### src/rtl/branch_pkg.sv
// Shared opcode/fcode encodings and the sequential-PC helper for the branch unit.
package branch_pkg;

   localparam logic [2:0] OP_BRANCH = 3'b011;

   localparam logic [3:0] B    = 4'b0000;
   localparam logic [3:0] BZ   = 4'b0001;
   localparam logic [3:0] BNZ  = 4'b0010;
   localparam logic [3:0] BCY  = 4'b0011;
   localparam logic [3:0] BNCY = 4'b0100;
   localparam logic [3:0] BS   = 4'b0101;
   localparam logic [3:0] BNS  = 4'b0110;
   localparam logic [3:0] BV   = 4'b0111;
   localparam logic [3:0] BNV  = 4'b1000;
   localparam logic [3:0] CALL = 4'b1001;
   localparam logic [3:0] RET  = 4'b1010;

   // 10-bit wrap-around increment: 1023 + 1 gives 0.
   function automatic logic [9:0] pc_inc(input logic [9:0] pc);
      return pc + 10'd1;
   endfunction

endpackage

### src/rtl/branch_cond.sv
// Combinational evaluator: decides whether a branch-class fcode is taken given the ALU flags.
module branch_cond
   import branch_pkg::*;
(
   input  logic [3:0] fcode_i,
   input  logic       carry_i,
   input  logic       zero_i,
   input  logic       overflow_i,
   input  logic       sign_i,
   output logic       taken_o
);

   always_comb begin
      // NOTE: default first so every path assigns taken_o and no latch is inferred.
      taken_o = 1'b0;
      case (fcode_i)
         B, CALL, RET: taken_o = 1'b1;
         BZ:           taken_o = zero_i;
         BNZ:          taken_o = !zero_i;
         BCY:          taken_o = carry_i;
         BNCY:         taken_o = !carry_i;
         BS:           taken_o = sign_i;
         BNS:          taken_o = !sign_i;
         BV:           taken_o = overflow_i;
         BNV:          taken_o = !overflow_i;
         default:      taken_o = 1'b0;   // reserved 1011-1111 never branch
      endcase
   end

endmodule

### src/rtl/branch.sv
// Branch unit: next-PC selection and the return-address register written by call.
module branch
   import branch_pkg::*;
(
   input  logic        clk,
   input  logic        rst,
   input  logic [2:0]  opcode,
   input  logic [3:0]  fcode,
   input  logic [24:0] label,
   input  logic        carryFlag,
   input  logic        zFlag,
   input  logic        overflowFlag,
   input  logic        signFlag,
   input  logic [9:0]  PC,
   output logic [9:0]  exNPC,
   output logic        PCSrc,
   output logic [31:0] ra
);

   logic [31:0] ra_q;
   logic [31:0] ra_d;
   logic [9:0]  pc_seq;
   logic        is_branch;
   logic        taken;
   logic        unused_label_hi;

   // Only the low 10 bits of the target address are meaningful on this core.
   assign unused_label_hi = ^label[24:10];

   assign pc_seq    = pc_inc(PC);
   assign is_branch = !rst && (opcode == OP_BRANCH);

   branch_cond u_cond (
      .fcode_i    (fcode),
      .carry_i    (carryFlag),
      .zero_i     (zFlag),
      .overflow_i (overflowFlag),
      .sign_i     (signFlag),
      .taken_o    (taken)
   );

   always_comb begin
      ra_d = ra_q;
      if (is_branch && (fcode == CALL)) ra_d = {22'b0, pc_seq};
   end

   always_ff @(posedge clk) begin
      // NOTE: non-blocking assignment for state; reset wins over a concurrent call.
      if (rst) ra_q <= 32'd0;
      else     ra_q <= ra_d;
   end

   always_comb begin
      PCSrc = 1'b0;
      exNPC = pc_seq;
      if (is_branch && taken) begin
         PCSrc = 1'b1;
         exNPC = (fcode == RET) ? ra_q[9:0] : label[9:0];
      end
   end

   assign ra = ra_q;

endmodule

### config.mk
export PLATFORM = sky130hd
export DESIGN_NAME = branch
export DESIGN_NICKNAME = d
export VERILOG_FILES = /design/src/rtl/branch_pkg.sv /design/src/rtl/branch_cond.sv /design/src/rtl/branch.sv
export SDC_FILE = /design/constraint.sdc
export NUM_CORES = 1
export LEC_CHECK = 0
export CORE_ASPECT_RATIO = 1.5
export CORE_MARGIN = 5
export CORE_UTILIZATION = 29
export CTS_CLUSTER_DIAMETER = 60
export DETAILED_ROUTE_END_ITERATION = 6
export GPL_TIMING_DRIVEN = 0
export PLACE_DENSITY = 0.78
export SYNTH_ARGS = -nofsm -noshare
export SYNTH_HDL_FRONTEND = slang
export SYNTH_SLANG_ARGS = --single-unit
### constraint.sdc
create_clock -name clk -period 1.7 [get_ports clk]
set_input_delay 0.255 -clock clk [delete_from_list [all_inputs] [get_ports clk]]
set_output_delay 0.255 -clock clk [all_outputs]
set_load 0.02 [all_outputs]
==> results of run 1 <==
[report_power, final]
| group | switching [mW] | internal, mW | leakage [nW] |
|---|---|---|---|
| clock network | 0.0920 | 0.155 | 0.0216 |
| logic | 0.190 | 0.212 | 0.762 |
| registers | 0.000714 | 0.236 | 0.0805 |
[final cells by class]
class                      count  area share [%]
sequential                    10           9.587
multi-input combinational     99           44.58
buffer                        28           11.02
inverter                       4          0.8388
timing repair buffer          61           29.48
clock buffer                   3           1.977
tap                           42           2.516
[layer usage]
metal	GRT usage, %	up-vias
li1	-	554
met1	14.30	494
met2	21.59	54
met3	5.263	5
met4	4.330	0
met5	0	-
[cell usage after synthesis]
cell and count:
o221ai_1 1, xor2_1 3, nor3_1 2, mux2_1 1
o32ai_1 1, nor3b_1 1, and2_1 1, nand3_1 2
nand3b_1 1, buf_4 23, inv_1 4, nand4bb_1 1
nor2_1 11, o31a_1 1, nand2b_4 1, a21boi_1 1
nor4b_1 1, mux2i_1 20, nand2b_1 1, buf_6 4
clkbuf_1 1, nand4_1 2, conb_1 1, dfxtp_1 10
a211oi_1 9, o21a_1 1, a21oi_1 1, o221ai_2 1
nor3_2 1, nand2_1 3, nor4bb_1 1, xnor2_1 5
ha_1 1, mux2_2 2
[how the worst max path moves through the flow]
stage	startpoint	endpoint	slack, ns
floorplan	fcode[0]	exNPC[0]	-0.03
global placement	fcode[2]	exNPC[3]	-1.31
detailed placement	fcode[2]	exNPC[3]	-1.30
CTS	fcode[2]	exNPC[9]	-0.33
global route	PC[4]	exNPC[9]	-0.38
finish	fcode[2]	exNPC[6]	-0.31
[through the flow]
stage | hold slack [ns] | TNS, ns
3_5_place_dp | 0.5114 | -16.02
5_1_grt | 0.5318 | -4.054
6_report | 0.5069 | -3.086
2_1_floorplan | 0.3506 | -0.2642
4_1_cts | 0.5132 | -3.239
3_3_place_gp | 0.5027 | -16.06
[kinds of logic (layout without fill, tap and decap cells)]
family	Yosys count	in the layout
flops	10	10
fa+ha+maj	1	1
buf+inv	32	96
other cells	1	22
compound gates	16	16
xor+xnor	8	8
simple gates	29	29
mux	23	23
[worst min-delay path: cells and delay by family (launching register included)]
family | cells | cell delay, ns
AND/OR/NAND/NOR | 1 | 0.10
AO/OA/AOI/OAI | 1 | 0.05
flip-flops | 1 | 0.31
[repair_timing]
| action | in CTS | in global routing |
|---|---|---|
| endpoints found under the hold margin | 0 | 0 |
| pin swaps | 12 | 6 |
| resized for setup | 113 | 11 |
| setup endpoints to repair | 13 | 15 |
| buffers inserted | 5 | 3 |
| gates cloned | 1 | 0 |
==> impl_metrics.env, run 1 <==
export IMPL_maxCapViolCount=0
export IMPL_fin_total_pwr_mw=0.8862
export IMPL_syn2layout_area_growth_pct=98.45
export IMPL_r2r_slack_ns=1.01
export IMPL_yosys_area_top_type="dfxtp_1"
export IMPL_die_h_um=83.78
export IMPL_detail_route_antenna_nets=0
export IMPL_stdcell_count=247
export IMPL_fin_crit_ns=2.011
export IMPL_rsz0062_at_grt="yes"
export IMPL_critPathSlowestCell="o221ai_4"
export IMPL_cts_sinks=10
export IMPL_dr_pass1_iters=4
export IMPL_die_w_um=59.19
export IMPL_drive_above_1_share_pct=41.95
export IMPL_final_core_util_pct=60.56
export IMPL_worst_path_most_repeated_cell="buf_12"
export IMPL_routed_wl_met2_um=1612
export IMPL_port_buffers=52
export IMPL_finalHoldViolCount=0
export IMPL_ys_types=34
export IMPL_fin_area_um2=2088
export IMPL_p_per_area_nw_per_um2=424.4
export IMPL_drt_total_wl_um=3171
export IMPL_path_max_fanout=7
export IMPL_violations="setup timing"
export IMPL_holdPathStages=2
export IMPL_fmax_mhz=497.3
export IMPL_crit_chain="buf_12, nand2b_4, a21boi_1, o31a_1, o221ai_4, buf_12, mux2i_4, buf_6"
export IMPL_cp_top_family="compound AO/OA/AOI/OAI gates"
export IMPL_timing_rr_start="ra[9]"
export IMPL_dp_hpwl_um=2353
export IMPL_min_from="ra[4]"
export IMPL_min_path_type="flop to flop"
export IMPL_drc_errors=0
export IMPL_fillCellCount=304
export IMPL_ys_warnings_count=0
export IMPL_cts_tree="done"
export IMPL_layout_setup_ws_ns=-0.3108
export IMPL_cp_end_kind="primary output"
export IMPL_htree_levels=1
export IMPL_synth_top_family_by_area="buffers and inverters"
export IMPL_startpoint_type="primary input"
export IMPL_largest_reg_flops=10
export IMPL_gr_total_overflow=0
export IMPL_clock_path_buffers=2
export IMPL_worstHoldEndpoint="ra[4]"
export IMPL_cp_required_ns=1.44
export IMPL_core_region_area_um2=3448
export IMPL_highest_layer="met4"
export IMPL_status="finished with violations"
export IMPL_cts_root_buf="clkbuf_8"
export IMPL_worstSkewPairLatency_ns=0.23
export IMPL_netlist_instances=120
export IMPL_worstMarginPinSlew_ns=0.5992
export IMPL_grt_usage_pct=12.92
export IMPL_route_met3_wl_um=315
export IMPL_synth_simple_area_share_pct=15.81
export IMPL_routedWlPerCell_um=12.84
export IMPL_cp_arrival_ns=1.76
export IMPL_min_period_over_period_pct=118.3
export IMPL_synth_seq_cells=10
export IMPL_grt_pass1_wl_um=5023
export IMPL_yosysTopAreaCellShare_pct=19.02
export IMPL_yosysSeqAreaShare_pct=19.02
export IMPL_multi_input_area_um2=930.9
export IMPL_r2r_cells=2
export IMPL_final_nets=256
export IMPL_p_leak_nw=0.8636
export IMPL_clkTransAtPathRegs_ns=0.05
export IMPL_met1Wirelength_um=1202
export IMPL_synthMuxAreaShare_pct=22.24
export IMPL_cp_depth=8
export IMPL_path_buf_inv=3
export IMPL_ir_drop_mv=0.2669
export IMPL_grt_pass1_vias=1152
export IMPL_via_per_inst=4.482
export IMPL_ios=91
export IMPL_r2r_end="ra[9]"
export IMPL_synth_area_top_cells="dfxtp_1 (19%), mux2i_1 (19%), buf_4 (16%), a211oi_1 (6.4%), buf_6 (4.3%)"
export IMPL_postCtsHoldBufs=0
export IMPL_critPathKind="primary input to primary output"
export IMPL_postPlaceCellArea_um2=1833
export IMPL_gp_congestion=0.8214
export IMPL_vias=1107
export IMPL_final_cell_mix="clkdlybuf4s50_1 (31), buf_4 (29), conb_1 (22), buf_6 (16)"
export IMPL_dieArea_um2=4958
export IMPL_regArea_um2=200.2
export IMPL_dpl_cell_count=235
export IMPL_placementRows=26
export IMPL_relSlewSlack_pct=60.05
export IMPL_drt_iter0_drc=5
export IMPL_numCtsBuffers=3
export IMPL_max_stage_delay_ns=0.32
export IMPL_initial_core_util_pct=30.52
export IMPL_synthAdderAreaFrac_pct=1.189
export IMPL_synth_xor_xnor_area_share_pct=6.659
export IMPL_syn_area_um2=1052
export IMPL_setup_violations=12
export IMPL_layout_commonest_cell="clkdlybuf4s50_1"
export IMPL_dp_slack_ns=-1.302
export IMPL_drv_slew=0
export IMPL_avgSynthCellArea_um2=8.769
export IMPL_antenna_cells=0
export IMPL_antenna_found_initial=0
export IMPL_synth_compound_area_share_pct=12.25
export IMPL_skew_ns=0
export IMPL_grt_max_degree=11
Power figures use the tool's default switching activity.
==> run 2: changes to the inputs <==
--- a/config.mk
+++ b/config.mk
@@ -5,13 +5,14 @@
 export SDC_FILE = /design/constraint.sdc
 export NUM_CORES = 1
 export LEC_CHECK = 0
+export CAP_MARGIN = 5
 export CORE_ASPECT_RATIO = 1.5
 export CORE_MARGIN = 5
 export CORE_UTILIZATION = 29
 export CTS_CLUSTER_DIAMETER = 60
 export DETAILED_ROUTE_END_ITERATION = 6
 export GPL_TIMING_DRIVEN = 0
-export PLACE_DENSITY = 0.78
+export PLACE_DENSITY = 0.81
 export SYNTH_ARGS = -nofsm -noshare
 export SYNTH_HDL_FRONTEND = slang
 export SYNTH_SLANG_ARGS = --single-unit
==> impl_metrics.env, run 2 (same netlist as run 1, synthesis figures left out) <==
export IMPL_startpoint_type="primary input"
export IMPL_min_period_over_period_pct=113.4
export IMPL_cp_arrival_ns=1.67
export IMPL_syn2layout_area_growth_pct=102.5
export IMPL_clockPowerShare_pct=31.6
export IMPL_routedWlPerCell_um=13.41
export IMPL_r2r_cells=2
export IMPL_initial_core_util_pct=30.52
export IMPL_drt_iter0_drc=9
export IMPL_finalHoldViolCount=0
export IMPL_final_cell_mix="buf_4 (35), clkdlybuf4s50_1 (27), conb_1 (22), buf_6 (17), nor2_1 (11)"
export IMPL_grt_busiest_layer="met2"
export IMPL_antenna_found_initial=0
export IMPL_dp_hpwl_um=2432
export IMPL_htree_levels=1
export IMPL_seqPwrFrac_pct=24.8
export IMPL_worstHoldEndpoint="ra[2]"
export IMPL_fin_tns_setup_ns=-2.274
export IMPL_cp_end_kind="primary output"
export IMPL_via_per_inst=4.492
export IMPL_comb_power_share_pct=43.6
export IMPL_detail_route_antenna_nets=0
export IMPL_rsz0062_at_grt="yes"
export IMPL_gr_total_overflow=0
export IMPL_status="finished with violations"
export IMPL_drt_total_wl_um=3406
export IMPL_violations="setup timing"
export IMPL_cts_tree="done"
export IMPL_met1_usage_pct=14.29
export IMPL_placementRows=26
export IMPL_maxCapViolCount=0
export IMPL_final_nets=262
export IMPL_grt_max_degree=11
export IMPL_grt_pass1_vias=1167
export IMPL_largest_reg_flops=10
export IMPL_core_region_area_um2=3448
export IMPL_numCtsBuffers=3
export IMPL_path_max_fanout=7
export IMPL_worstSkewPairLatency_ns=0.23
export IMPL_clkTransAtPathRegs_ns=0.05
export IMPL_fin_crit_ns=1.928
export IMPL_gp_congestion=0.7932
export IMPL_fin_total_pwr_mw=0.9541
export IMPL_ios=91
export IMPL_holdPathStages=5
export IMPL_grt_use_met3_pct=4.489
export IMPL_p_leak_nw=0.8977
export IMPL_layout_setup_ws_ns=-0.2276
export IMPL_fmax_mhz=518.8
export IMPL_antenna_cells=0
export IMPL_whs_ns=0.5116
export IMPL_fillCellCount=298
export IMPL_met2_usage_pct=23.98
export IMPL_drv_slew=0
export IMPL_setup_violations=11
export IMPL_postCtsHoldBufs=0
export IMPL_switching_share_pct=30.12
export IMPL_layout_commonest_cell="buf_4"
export IMPL_die_w_um=59.19
export IMPL_ir_drop_mv=0.4714
export IMPL_vias=1141
export IMPL_p_switching_mw=0.2874
export IMPL_drive_above_1_share_pct=43.87
export IMPL_r2r_slack_ns=0.95
export IMPL_min_path_type="primary input to flop"
export IMPL_grt_pass1_wl_um=5168
export IMPL_cts_sinks=10
export IMPL_skew_ns=0
export IMPL_p_per_area_nw_per_um2=447.8
export IMPL_critPathKind="primary input to primary output"
export IMPL_dieArea_um2=4958
export IMPL_r2r_end="ra[5]"
export IMPL_clock_path_buffers=2
export IMPL_port_buffers=52
export IMPL_timing_rr_start="ra[5]"
export IMPL_p_int_mw=0.6667
export IMPL_min_from="fcode[1]"
export IMPL_dr_pass1_iters=4
export IMPL_die_h_um=83.78
export IMPL_cts_root_buf="clkbuf_8"
export IMPL_grt_usage_pct=13.31
export IMPL_drc_errors=0
export IMPL_cp_required_ns=1.44
==> run 2: cell types whose count changed in the layout (fill, tap and decap cells not counted), moves of 4 or more <==
cell and change:
a211oi_2 -4, a211oi_1 +4, clkdlybuf4s50_1 -4, dlygate4sd2_1 +4
buf_4 +6
==> run 2: layout make-up <==
cell class	instances	area, um2	share of cell area, %
plain buffers	28	239.0	11.22
clock buffers	4	55.05	2.584
inverters	4	17.52	0.8221
multi-input cells	99	895.9	42.04
flip-flops and latches	10	200.2	9.395
well taps	42	52.55	2.466
repair buffers	67	670.6	31.47
==> run 2: critical path: stages <==
cell	delay (ns)
buf_12	0.08
nand2b_4	0.14
a21boi_2	0.05
o31a_1	0.28
o221ai_2	0.18
buf_4	0.16
clkbuf_16	0.16
mux2i_4	0.22
buf_6	0.14
==> run 2: worst max-delay path by stage <==
stage,start,to,slack [ns],depth (start not counted)
2_1_floorplan,fcode[0],exNPC[0],-0.03,6
3_3_place_gp,fcode[2],exNPC[2],-1.30,8
3_5_place_dp,fcode[2],exNPC[7],-1.30,8
4_1_cts,fcode[2],exNPC[4],-0.27,9
5_1_grt,fcode[2],exNPC[0],-0.27,9
6_report,fcode[2],exNPC[0],-0.23,9
==> run 2: routing by layer <==
layer,vias to the layer above,share of wire (%)
li1,571,-
met5,-,0
met3,2,9.4
met2,47,55
met4,0,0.76
met1,521,35
==> run 2: what timing repair did <==
action                     CTS  global route
buffers inserted             9             5
cloned                       1             0
setup endpoints to repair   13            12
gates resized for setup    123            10
pin swaps                   14             6
==> run 2: metrics by stage <==
step | area, um2 | util (%) | cells | setup slack, ns
floorplan | 1260 | - | 141 | -0.02880
global placement | 1833 | 53.16 | 235 | -1.303
detailed placement | 1833 | 53.16 | 235 | -1.298
CTS | 2077 | 60.23 | 249 | -0.2718
global route | 2131 | 61.79 | 254 | -0.2733
finish | 2131 | 61.79 | 254 | -0.2276
==> run 2: power groups by stage <==
| stage | Combinational [mW] | Sequential [mW] | Clock, mW |
|---|---|---|---|
| after floorplan | 0.226 | 0.242 | 0 |
| after global placement | 0.364 | 0.241 | 0 |
| after detailed placement | 0.367 | 0.241 | 0 |
| after CTS | 0.404 | 0.236 | 0.308 |
| after global routing | 0.442 | 0.236 | 0.319 |
| final | 0.416 | 0.237 | 0.301 |
